<file path="src/rtl/ysyx_2022040010_csr_pkg.sv">
// Shared definitions for the M-mode CSR file: bus layout, CSR addresses,
// cause codes, mstatus field positions and small decode helpers.
package ysyx_2022040010_csr_pkg;

  localparam int WB_TO_CSR_WD  = 77;
  localparam int BUS_WE_BIT    = 76;
  localparam int BUS_ADDR_HI   = 75;
  localparam int BUS_ADDR_LO   = 64;
  localparam int BUS_DATA_HI   = 63;
  localparam int BUS_DATA_LO   = 0;

  localparam logic [11:0] CSR_MSTATUS  = 12'h300;
  localparam logic [11:0] CSR_MISA     = 12'h301;
  localparam logic [11:0] CSR_MIE      = 12'h304;
  localparam logic [11:0] CSR_MTVEC    = 12'h305;
  localparam logic [11:0] CSR_MSCRATCH = 12'h340;
  localparam logic [11:0] CSR_MEPC     = 12'h341;
  localparam logic [11:0] CSR_MCAUSE   = 12'h342;
  localparam logic [11:0] CSR_MIP      = 12'h344;
  localparam logic [11:0] CSR_MCYCLE   = 12'hB00;
  localparam logic [11:0] CSR_MINSTRET = 12'hB02;
  localparam logic [11:0] CSR_MHARTID  = 12'hF14;

  localparam logic [63:0] CAUSE_ECALL_M = 64'd11;

  localparam int MSTATUS_MIE    = 3;
  localparam int MSTATUS_MPIE   = 7;
  localparam int MSTATUS_MPP_LO = 11;
  localparam int MSTATUS_MPP_HI = 12;

  localparam logic [63:0] MISA_VAL = 64'h8000_0000_0000_1100;

  typedef struct packed {
    logic        we;
    logic [11:0] addr;
    logic [63:0] data;
  } wb_csr_t;

  // Architectural view of mstatus: MPP is hardwired to M-mode.
  function automatic logic [63:0] mstatus_view(input logic mpie, input logic mie);
    logic [63:0] v;
    v = '0;
    v[MSTATUS_MPP_HI:MSTATUS_MPP_LO] = 2'b11;
    v[MSTATUS_MPIE] = mpie;
    v[MSTATUS_MIE]  = mie;
    return v;
  endfunction

  function automatic logic csr_writable(input logic [11:0] addr);
    case (addr)
      CSR_MSTATUS, CSR_MIE, CSR_MTVEC, CSR_MSCRATCH,
      CSR_MEPC, CSR_MCAUSE, CSR_MCYCLE, CSR_MINSTRET: return 1'b1;
      default: return 1'b0;
    endcase
  endfunction

endpackage

</file>
<file path="src/rtl/ysyx_2022040010_csr.sv">
// Machine-mode CSR file with write bypass, mcycle/minstret counters and a
// two-state trap sequencer that emits a one-cycle redirect for ecall/mret.
module ysyx_2022040010_csr #(
  parameter int          WB_TO_CSR_WD = 77,
  parameter logic [63:0] MTVEC_RST    = 64'h0,
  parameter logic [63:0] MHARTID      = 64'h0
) (
  input  logic                    clk,
  input  logic                    rst,
  input  logic [5:0]              stall,
  input  logic [WB_TO_CSR_WD-1:0] wb_to_csr_bus,
  input  logic                    wb_retire,
  input  logic [63:0]             wb_pc,
  input  logic                    wb_ecall,
  input  logic                    wb_mret,
  input  logic [11:0]             csr_raddr,
  output logic [63:0]             csr_rdata,
  output logic                    trap_redirect,
  output logic [63:0]             trap_target
);
  import ysyx_2022040010_csr_pkg::*;

  localparam logic [0:0] IDLE     = 1'b0;
  localparam logic [0:0] REDIRECT = 1'b1;

  wb_csr_t     bus;
  logic        retire;
  logic        do_ecall;
  logic        do_mret;
  logic        trap;
  logic        wr_en;
  logic [63:0] wr_val;
  logic [63:0] stored_rdata;

  logic [0:0]  state;
  logic        mstatus_mie;
  logic        mstatus_mpie;
  logic [63:0] mie_csr;
  logic [63:0] mtvec;
  logic [63:0] mscratch;
  logic [63:0] mepc;
  logic [63:0] mcause;
  logic [63:0] mcycle;
  logic [63:0] minstret;

  logic unused_inputs;
  assign unused_inputs = ^{stall[5:4], stall[2:0], wb_pc[1:0]};

  // Masks a write value into exactly what a later read of that CSR returns.
  function automatic logic [63:0] mask_wdata(input logic [11:0] addr, input logic [63:0] data);
    case (addr)
      CSR_MSTATUS:         return mstatus_view(data[MSTATUS_MPIE], data[MSTATUS_MIE]);
      CSR_MTVEC, CSR_MEPC: return {data[63:2], 2'b00};
      default:             return data;
    endcase
  endfunction

  assign bus      = wb_csr_t'(wb_to_csr_bus);
  assign retire   = wb_retire & ~stall[3];
  assign do_ecall = retire & wb_ecall;
  assign do_mret  = retire & wb_mret & ~wb_ecall;
  assign trap     = do_ecall | do_mret;
  // A trapping instruction never commits its own CSR write.
  assign wr_en    = retire & bus.we & ~trap & csr_writable(bus.addr);
  assign wr_val   = mask_wdata(bus.addr, bus.data);

  always_comb begin
    stored_rdata = '0;
    case (csr_raddr)
      CSR_MSTATUS:  stored_rdata = mstatus_view(mstatus_mpie, mstatus_mie);
      CSR_MISA:     stored_rdata = MISA_VAL;
      CSR_MIE:      stored_rdata = mie_csr;
      CSR_MTVEC:    stored_rdata = mtvec;
      CSR_MSCRATCH: stored_rdata = mscratch;
      CSR_MEPC:     stored_rdata = mepc;
      CSR_MCAUSE:   stored_rdata = mcause;
      CSR_MIP:      stored_rdata = '0;
      CSR_MCYCLE:   stored_rdata = mcycle;
      CSR_MINSTRET: stored_rdata = minstret;
      CSR_MHARTID:  stored_rdata = MHARTID;
      default:      stored_rdata = '0;
    endcase
  end

  assign csr_rdata     = (wr_en && bus.addr == csr_raddr) ? wr_val : stored_rdata;
  assign trap_redirect = (state == REDIRECT);

  always_ff @(posedge clk) begin
    if (rst) begin
      state        <= IDLE;
      trap_target  <= '0;
      mstatus_mie  <= 1'b0;
      mstatus_mpie <= 1'b0;
      mie_csr      <= '0;
      mtvec        <= {MTVEC_RST[63:2], 2'b00};
      mscratch     <= '0;
      mepc         <= '0;
      mcause       <= '0;
    end else begin
      state <= trap ? REDIRECT : IDLE;
      if (do_ecall) begin
        mepc         <= {wb_pc[63:2], 2'b00};
        mcause       <= CAUSE_ECALL_M;
        mstatus_mpie <= mstatus_mie;
        mstatus_mie  <= 1'b0;
        trap_target  <= {mtvec[63:2], 2'b00};
      end else if (do_mret) begin
        mstatus_mie  <= mstatus_mpie;
        mstatus_mpie <= 1'b1;
        trap_target  <= mepc;
      end
      if (wr_en) begin
        case (bus.addr)
          CSR_MSTATUS: begin
            mstatus_mie  <= wr_val[MSTATUS_MIE];
            mstatus_mpie <= wr_val[MSTATUS_MPIE];
          end
          CSR_MIE:      mie_csr  <= wr_val;
          CSR_MTVEC:    mtvec    <= wr_val;
          CSR_MSCRATCH: mscratch <= wr_val;
          CSR_MEPC:     mepc     <= wr_val;
          CSR_MCAUSE:   mcause   <= wr_val;
          default: ;
        endcase
      end
    end
  end

  // An explicit write to a counter replaces that cycle's increment.
  always_ff @(posedge clk) begin
    if (rst) begin
      mcycle   <= '0;
      minstret <= '0;
    end else begin
      mcycle   <= (wr_en && bus.addr == CSR_MCYCLE)   ? wr_val : mcycle + 64'd1;
      minstret <= (wr_en && bus.addr == CSR_MINSTRET) ? wr_val : minstret + 64'(retire);
    end
  end

endmodule

</file>
<file path="config.mk">
export PLATFORM = sky130hd
export DESIGN_NAME = ysyx_2022040010_csr
export DESIGN_NICKNAME = d
export VERILOG_FILES = /design/src/rtl/ysyx_2022040010_csr_pkg.sv /design/src/rtl/ysyx_2022040010_csr.sv
export SDC_FILE = /design/constraint.sdc
export NUM_CORES = 1
export LEC_CHECK = 0
export ABC_AREA = 1
export BUFFER_PORTS_ARGS = -buffer_cell sky130_fd_sc_hd__buf_4
export CORE_UTILIZATION = 55
export CTS_CLUSTER_SIZE = 10
export DETAILED_ROUTE_END_ITERATION = 8
export PLACE_DENSITY = 0.75
export SLEW_MARGIN = 10
export SYNTH_ARGS = -nofsm -noshare
export SYNTH_HDL_FRONTEND = slang
export SYNTH_SLANG_ARGS = --single-unit
export TNS_END_PERCENT = 30
</file>
<file path="constraint.sdc">
create_clock -name clk -period 6.35 [get_ports clk]
set_input_delay 1.27 -clock clk [delete_from_list [all_inputs] [get_ports clk]]
set_output_delay 1.27 -clock clk [all_outputs]
set_load 0.05 [all_outputs]
</file>
==> results of run 1 <==
## per-layer routing
| metal | global-route usage (%) | part of all wire (%) | up-vias |
|---|---|---|---|
| met5 | 0 | 0 | - |
| li1 | - | - | 16800 |
| met2 | 61.95 | 44 | 1746 |
| met3 | 6.223 | 9.4 | 309 |
| met4 | 18.92 | 4.7 | 0 |
| met1 | 53.30 | 42 | 15600 |
## sequential cells by signal, indices dropped and copies added (netlist names)
signal	flops
mcycle	64
mstatus_mpie	1
trap_redirect	1
trap_target	64
mtvec	64
mscratch	64
minstret	64
mie_csr	64
mcause	64
mstatus_mie	1
mepc	64
## layout make-up
type,count,area (µm²),share of cell area [%]
inverter,496,1873,5.369
antenna,1,2.502,0.007173
clock buffer,72,1608,4.609
sequential,515,10310,29.55
multi-input combinational,3983,17480,50.10
clock inverter,3,40.04,0.1148
timing repair buffer,343,2641,7.571
tap,748,935.9,2.683
## report_power, final
group          internal (mW)  leakage [nW]  total (mW)  switching [mW]
logic                  0.125          11.0       0.421           0.296
registers               3.25          4.15        3.26          0.0102
clock network           1.78         0.811        3.11            1.33
## critical path, delay by kind of cell
kind	cells	cell delay, ns
buf+inv	5	1.07
simple gates	6	1.63
## cell usage in the layout (no fill, tap or decap), types with 6 or more instances in the layout
cell	instances
xnor2_1	24
nand3b_1	8
dfxtp_1	515
o22ai_1	15
xor2_1	62
inv_1	472
buf_4	337
inv_2	21
clkbuf_16	61
nand3_2	6
o21ai_0	230
nor2_1	1112
nand4_1	118
nand3_1	460
nor3_1	26
a21oi_1	160
nand2_1	1650
a211oi_1	33
o221ai_1	44
clkbuf_1	7
nor2_4	11
## cells by family (layout without fill, tap and decap cells)
kind of cell / after synthesis / after routing / share of synthesized area [%]
other: 0 / 1 / 0
AO/OA/AOI/OAI: 485 / 485 / 8.733
XOR/XNOR: 86 / 86 / 2.434
AND/OR/NAND/NOR: 3409 / 3409 / 44.73
adder cells (fa/ha/maj): 3 / 3 / 0.1213
buffers and inverters: 814 / 914 / 10.67
flip-flops: 515 / 515 / 33.31
## how the worst max path moves through the flow
| stage | end | cells past startpoint | start |
|---|---|---|---|
| 6_report | csr_rdata[50] | 11 | wb_to_csr_bus[75] |
| 2_1_floorplan | csr_rdata[10] | 11 | wb_retire |
| 5_1_grt | csr_rdata[50] | 11 | wb_to_csr_bus[75] |
| 3_3_place_gp | csr_rdata[34] | 11 | wb_to_csr_bus[75] |
| 4_1_cts | csr_rdata[50] | 11 | wb_to_csr_bus[67] |
| 3_5_place_dp | csr_rdata[50] | 11 | wb_to_csr_bus[75] |
==> summary.md, run 1 <==
| Metric | Value |
|---|---|
| Final ANT Viol Nets | 0 |
| Final Cell Area | around 35,000 µm² |
| R2R Path End | minstret[34] |
| Ports | around 300 |
| HPWL after DPL | 80,060 µm |
| CTS root buf | clkbuf_16 |
| Clock Pin Slew Worst Setup and Hold Paths | about 0.050 ns |
| Critical Path Max Stage Delay | around 0.68 ns |
| Synth warn | 0 |
| Clock skew | ~0.016 ns |
| Worst hold path type | reg -> reg |
| Aggregate global routing overflow | 0 |
| Post-CTS setup buffers | 0 |
| Share of the synthesized area in the top cell type | 33.31% |
| DRT Pass-1 Iters | 6 |
| Setup crit end kind | output port |
| CP max stage cell | nand2_2 |
| Crit path cell chain | buf_4 > inv_2 > nand2_1 > nor2_2 > nand2_2 > buf_4 > nand2_1 > inv_1 > nand4_1 > nand2_1 > buf_4 |
| R2r worst-path depth | 11 |
| Post-Syn Area | a little over 30,000 µm² |
| Worst Hold Path Cells | 2 |
| Die H | between 200 and 250 µm |
| R2R Path Start | minstret[0] |
| Non-Filler Instances | 6,161 |
| Netlist cell types | 32 |
| Max Fclk | ~190 MHz |
| Util after Layout | a little over three fifths |
| Sequential fraction of the synthesis area | roughly a third |
| Setup WS post-layout | 1.013 ns |
| Cells after DPL | approximately 6,000 |
| Post-Syn Nets | between 5,000 and 6,000 |
| Crit Path Class | in -> out |
| Hold path startpoint | mtvec[1] |
| Synth top cells by count | 1,654 x nand2_1, 1,120 x nor2_1, 515 x dfxtp_1 |
| Reg2reg setup slack | 3.34 ns |
| CP arrival | about 4.1 ns |
| Worst-margin pin slew | 1.237 ns |
| Most frequent cell after synthesis | nand2_1 |
| Synth-to-layout area growth | 12.73% |
| Site row count | 86 |
| Final Hold Vio Count | 0 |
| Largest cells by area after synthesis | dfxtp_1 33%, nand2_1 20%, nor2_1 14%, nand3_1 7.5%, inv_1 5.7% |
| First-pass GRT wire length | 177,000 µm |
| Max Slew Vio Count | 0 |
| Synth Instances | approximately 5,300 |
| Post-route DRC violation count | 0 |
| Worst setup SP type | primary input |
| Status | completed |
| CTS Buf Count | 59 |
| Die X-Extent | between 200 and 250 µm |
| Crit share post-route | between 80% and 90% |
| Setup_tns | 0 ns |
| Gr usage total | between 30% and 40% |
| Worst rel slew slack | roughly 18% |
| Tmin final | around 5.3 ns |
| Sink Count | 515 |
| Initial antenna violation count | 1 |
| Post-synth EDFFs | 0 |
| Maximum VDD drop | slightly below 200 µV |
| Vias in the first global route | between 30,000 and 40,000 |
| Hold Path End | mtvec[1] |
| Async S/R FF share, synth | 0% |
| Seq cells post-synth | 515 |
| Worst-skew pair later-pin latency | between 0.6 and 0.7 ns |
| CP required | 5.08 ns |
| DR WL/cell | 18.72 µm |
| Hold buffer count at cts | 0 |
| Die area | between 50,000 and 60,000 µm² |
| Routed vias/inst | 5.592 |
| Core box area | 55,310 µm² |
| DP Area | 33,240 µm² |
| Max cap viols | 0 |
| Main synth FF type | dfxtp_1 |
| CTS Buffer Depth | 3 |
| Yosys top cell by area | dfxtp_1 |
| Hold_ws | between 0.4 and 0.5 ns |
| Final Wtd Congestion | around 1.1 |
| Synth Area per Inst | roughly 5.8 µm² |
| H-Tree Depth | 2 |
| Largest net degree at the start of global routing | between 100 and 150 |
| IO Port Bufs | about 290 |
| Worst slack, placed | around 1.2 ns |
| Nets | around 5,600 |
| Leakage Power | around 16 nW |
| CP max FO | 31 |
| Unrepaired setup endpoints after global routing | no |
| Post_cts resized | 0 |
| Power Density | ~190 nW/µm² |
| Layout cells sized above 1 | slightly below 9% |
| CTS tree | yes |
| Starting density of the core | 55.96% |
| Tot Pwr | 6.789 mW |
| Total Wirelength | 115,400 µm |
| Initial DRC Count | about 3,300 |
| Setup violators final | 0 |
| Fillers | about 5,600 |
| Vias | between 30,000 and 40,000 |
No activity file was read; power rests on OpenSTA's default activity.
==> inputs of run 2 (changes only) <==
--- a/config.mk
+++ b/config.mk
@@ -5,12 +5,12 @@
 export SDC_FILE = /design/constraint.sdc
 export NUM_CORES = 1
 export LEC_CHECK = 0
-export ABC_AREA = 1
+export ABC_AREA = 0
 export BUFFER_PORTS_ARGS = -buffer_cell sky130_fd_sc_hd__buf_4
 export CORE_UTILIZATION = 55
 export CTS_CLUSTER_SIZE = 10
 export DETAILED_ROUTE_END_ITERATION = 8
-export PLACE_DENSITY = 0.75
+export PLACE_DENSITY = 0.76
 export SLEW_MARGIN = 10
 export SYNTH_ARGS = -nofsm -noshare
 export SYNTH_HDL_FRONTEND = slang
==> constraint.sdc (replaced) <==
create_clock -name clk -period 5.6 [get_ports clk]
set_input_delay 1.12 -clock clk [delete_from_list [all_inputs] [get_ports clk]]
set_output_delay 1.12 -clock clk [all_outputs]
set_load 0.05 [all_outputs]
==> summary.md, run 2 <==
| Metric | Value |
|---|---|
| Synth-to-layout area growth | 14.86% (was 12.73%) |
| Sink Count | 515 (unchanged) |
| CTS root buf | clkbuf_16 (unchanged) |
| Sequential fraction of the synthesis area | 38.85% (was 33.31%) |
| NetSw | 1.991 mW (was 1.635 mW) |
| Comb power frac | 9.1% (was 6.2%) |
| CP required | 4.48 ns (was 5.08 ns) |
| Clock power share | 43.4% (was 45.8%) |
| Synth warn | 0 (unchanged) |
| Synth Instances | 3,373 (was 5,312) |
| Die area | 49,140 µm² (was 57,220 µm²) |
| Total Wirelength | 97,280 µm (was 115,400 µm) |
| Clock skew | 0.01211 ns (was 0.01649 ns) |
| CP Launch Point | csr_raddr[5] (was wb_to_csr_bus[75]) |
| Layout cells sized above 1 | 14.12% (was 8.703%) |
| Synth top cells by count | 515 x dfxtp_1, 440 x nor2_1, 424 x nand2_1 (was 1,654 x nand2_1, 1,120 x nor2_1, 515 x dfxtp_1) |
| Setup_tns | 0 ns (unchanged) |
| Initial DRC Count | 3,536 (was 3,273) |
| R2R Path Start | mcycle[0] (was minstret[0]) |
| Largest family of logic cells by synthesized area | simple AND/OR/NAND/NOR gates (unchanged) |
| Hold_ws | 0.4490 ns (was 0.4379 ns) |
| Site row count | 80 (was 86) |
| Core box area | 47,650 µm² (was 55,310 µm²) |
| CTS Buf Count | 58 (was 59) |
| Post-route DRC violation count | 0 (unchanged) |
| Share of the synthesized area in the top cell type | 38.85% (was 33.31%) |
| HPWL after DPL | 61,320 µm (was 80,060 µm) |
| Crit path capture | csr_rdata[40] (was csr_rdata[50]) |
| Worst-margin pin slew | 1.300 ns (was 1.237 ns) |
| Max Slew Vio Count | 0 (unchanged) |
| Power Density | 258.8 nW/µm² (was 194.6 nW/µm²) |
| Fillers | 4,050 (was 5,631) |
| Die X-Extent | 221.7 µm (was 239.2 µm) |
| Vias | 27,420 (was 34,450) |
| Int Pwr | 5.897 mW (was 5.154 mW) |
| Starting density of the core | 55.70% (was 55.96%) |
| CP Depth | 8 (was 11) |
| Ports | 293 (unchanged) |
| Net Sw Frac | 25.25% (was 24.08%) |
| Synth Area per Inst | 7.868 µm² (was 5.826 µm²) |
| Flop pwr share | 47.5% (was 48.0%) |
| Tot Pwr | 7.888 mW (was 6.789 mW) |
| Most frequent cell after synthesis | dfxtp_1 (was nand2_1) |
| Synth Area in XOR/XNOR | 4.356% (was 2.434%) |
| R2r worst-path depth | 7 (was 11) |
| Crit path cell chain | buf_4 > nor4_2 > nand2b_1 > or3_1 > nand3_1 > and2_1 > o2bb2ai_1 > buf_4 (was buf_4 > inv_2 > nand2_1 > nor2_2 > nand2_2 > buf_4 > nand2_1 > inv_1 > nand4_1 > nand2_1 > buf_4) |
| Critical Path Max Stage Delay | 1.01 ns (was 0.68 ns) |
| Setup violators final | 0 (unchanged) |
| CP arrival | 4.24 ns (was 4.07 ns) |
| Most common cell after layout, fill and taps aside | dfxtp_1 (was nand2_1) |
| Antenna Cells | 0 (was 1) |
| Top delay family on crit path | simple AND/OR/NAND/NOR gates (unchanged) |
| Seq. cell area | 10,310 µm² (unchanged) |
| Post_cts resized | 0 (unchanged) |
| Yosys top cell by area | dfxtp_1 (unchanged) |
| Gr usage total | 38.27% (was 39.62%) |
| Final Wtd Congestion | 0.9454 (was 1.100) |
| Worst setup SP type | primary input (unchanged) |
| DR WL/cell | 23.81 µm (was 18.72 µm) |
| Worst-skew pair later-pin latency | 0.63 ns (was 0.62 ns) |
| R2R Path End | mcycle[54] (was minstret[34]) |
| Maximum VDD drop | 232.0 µV (was 195.3 µV) |
| Aggregate global routing overflow | 0 (unchanged) |
| Final Cell Area | 30,480 µm² (was 34,890 µm²) |
| CP max FO | 17 (was 31) |
| Worst hold path type | reg -> reg (unchanged) |
| Setup crit end kind | output port (unchanged) |
| Most frequent cells in the layout | 515 x dfxtp_1, 437 x nor2_1, 420 x nand2_1, 340 x buf_4, 270 x a21oi_1 (was 1,650 x nand2_1, 1,112 x nor2_1, 515 x dfxtp_1, 472 x inv_1, 460 x nand3_1) |
| Simple-gate share of the synthesized area | 23.90% (was 44.73%) |
| Leakage Power | 10.91 nW (was 15.92 nW) |
| Crit path buf inv count | 2 (was 5) |
| CP max stage cell | and2_1 (was nand2_2) |
| Post-Syn Area | 26,540 µm² (was 30,950 µm²) |
| Netlist cell types | 70 (was 32) |
| Initial antenna violation count | 0 (was 1) |
| DP Area | 28,890 µm² (was 33,240 µm²) |
| CP dominant cell by count | buf_4 |
| First-pass GRT wire length | 148,900 µm (was 177,000 µm) |
| Clock Pin Slew Worst Setup and Hold Paths | 0.05 ns (about the same) |
| Hold buffer count at cts | 0 (unchanged) |
| Synth Area in Compound Gates | 18.72% (was 8.733%) |
| Area occupied by multi-input gates | 15,010 µm² (was 17,480 µm²) |
| Final ANT Viol Nets | 0 (unchanged) |
| Max Fclk | roughly 190 MHz |
| Largest net degree at the start of global routing | 136 (was 113) |
| Nets | 3,627 (was 5,565) |
| Worst rel slew slack | 13.35% (was 17.54%) |
| Crit Path Class | in -> out (unchanged) |
| Routed vias/inst | 6.710 (was 5.592) |
| CTS Buffer Depth | 3 (unchanged) |
| Max cap viols | 0 (unchanged) |
| Post-CTS setup buffers | 0 (unchanged) |
| Post-Synth Adder-Cell Area | 0.1414% (was 0.1213%) |
| Seq cells post-synth | 515 (unchanged) |
| H-Tree Depth | 2 (unchanged) |
| Reg2reg setup slack | 2.25 ns (was 3.34 ns) |
| Post-synth EDFFs | 0 (unchanged) |
| CTS tree | yes (unchanged) |
| Main synth FF type | dfxtp_1 (unchanged) |
| Async S/R FF share, synth | 0% (unchanged) |
| Largest cells by area after synthesis | dfxtp_1 39%, mux2i_1 8.0%, nor2_1 6.2%, nand2_1 6.0%, a211oi_1 5.9% (was dfxtp_1 33%, nand2_1 20%, nor2_1 14%, nand3_1 7.5%, inv_1 5.7%) |
| Post-Syn Nets | 3,540 (was 5,479) |
| Vias in the first global route | 26,060 (was 31,670) |
| IO Port Bufs | 285 (unchanged) |
| Status | completed (unchanged) |
| Tmin final | between 5 and 6 ns |
| DRT Pass-1 Iters | 7 (was 6) |
| Crit share post-route | ~96% |
| Mux contribution to synthesized area | 8.934% (was 0%) |
| Final Hold Vio Count | 0 (unchanged) |
| Die H | 221.7 µm (was 239.2 µm) |
| Unrepaired setup endpoints after global routing | no (unchanged) |
## run 2: cell types whose count changed after synthesis, sizes merged, moves of 178 or more
| cell | previous run | this run |
|---|---|---|
| a211oi | 33 | 211 |
| inv | 496 | 27 |
| mux2i | 0 | 211 |
| nand2 | 1656 | 424 |
| nand3 | 471 | 203 |
| nor2 | 1124 | 440 |
| o21ai | 230 | 6 |
## run 2: power by group through the flow
stage               clock [mW]  sequential [mW]  combinational [mW]
global placement             0             3.82               0.686
detailed placement           0             3.83               0.695
finish                    3.42             3.75               0.717
CTS                       3.42             3.75               0.699
global route              3.57             3.75               0.744
floorplan                    0             3.91               0.325
## run 2: worst min-delay path, delay by kind of cell, from the launching register on
kind	cells	cell delay, ns
AO/OA/AOI/OAI	1	0.05
AND/OR/NAND/NOR	1	0.05
flip-flops	1	0.30
## run 2: cell families after synthesis
family          after synthesis
compound gates              775
xor+xnor                    132
fa+ha+maj                     3
buf+inv                     348
flops                       515
mux                         234
simple gates               1366
## run 2: how the worst min path moves through the flow
stage / start / endpoint / slack, ns / cells past startpoint
2_1_floorplan: mie_csr[12] / mie_csr[12] / 0.43 / 2
3_3_place_gp: mie_csr[12] / mie_csr[12] / 0.43 / 2
3_5_place_dp: mscratch[1] / mscratch[1] / 0.44 / 2
4_1_cts: mscratch[1] / mscratch[1] / 0.45 / 2
5_1_grt: mscratch[61] / mscratch[61] / 0.47 / 2
6_report: mscratch[58] / mscratch[58] / 0.45 / 2
## run 2: cell type report
class,count,share of cell area (%)
Clock buffer,70,5.217
Tap cell,615,2.524
Multi-Input combinational cell,2510,49.23
Clock inverter,1,0.01642
Inverter,27,0.3366
Sequential cell,515,33.82
Timing Repair Buffer,348,8.854
## run 2: per-stage QoR
step	util, %	instances	setup slack, ns
3_3_place_gp	60.63	4015	0.5099
3_5_place_dp	60.63	4015	0.4546
2_1_floorplan	-	3373	0.8542
4_1_cts	63.98	4086	0.4360
6_report	63.98	4086	0.2438
5_1_grt	63.98	4086	0.2448
## run 2: layer usage
metal	up-vias	part of all wire [%]	GRT usage (%)
li1	12180	-	-
met1	13010	40	51.37
met2	1862	44	58.37
met3	364	12	7.315
met4	0	5.0	20.07
met5	-	0	0
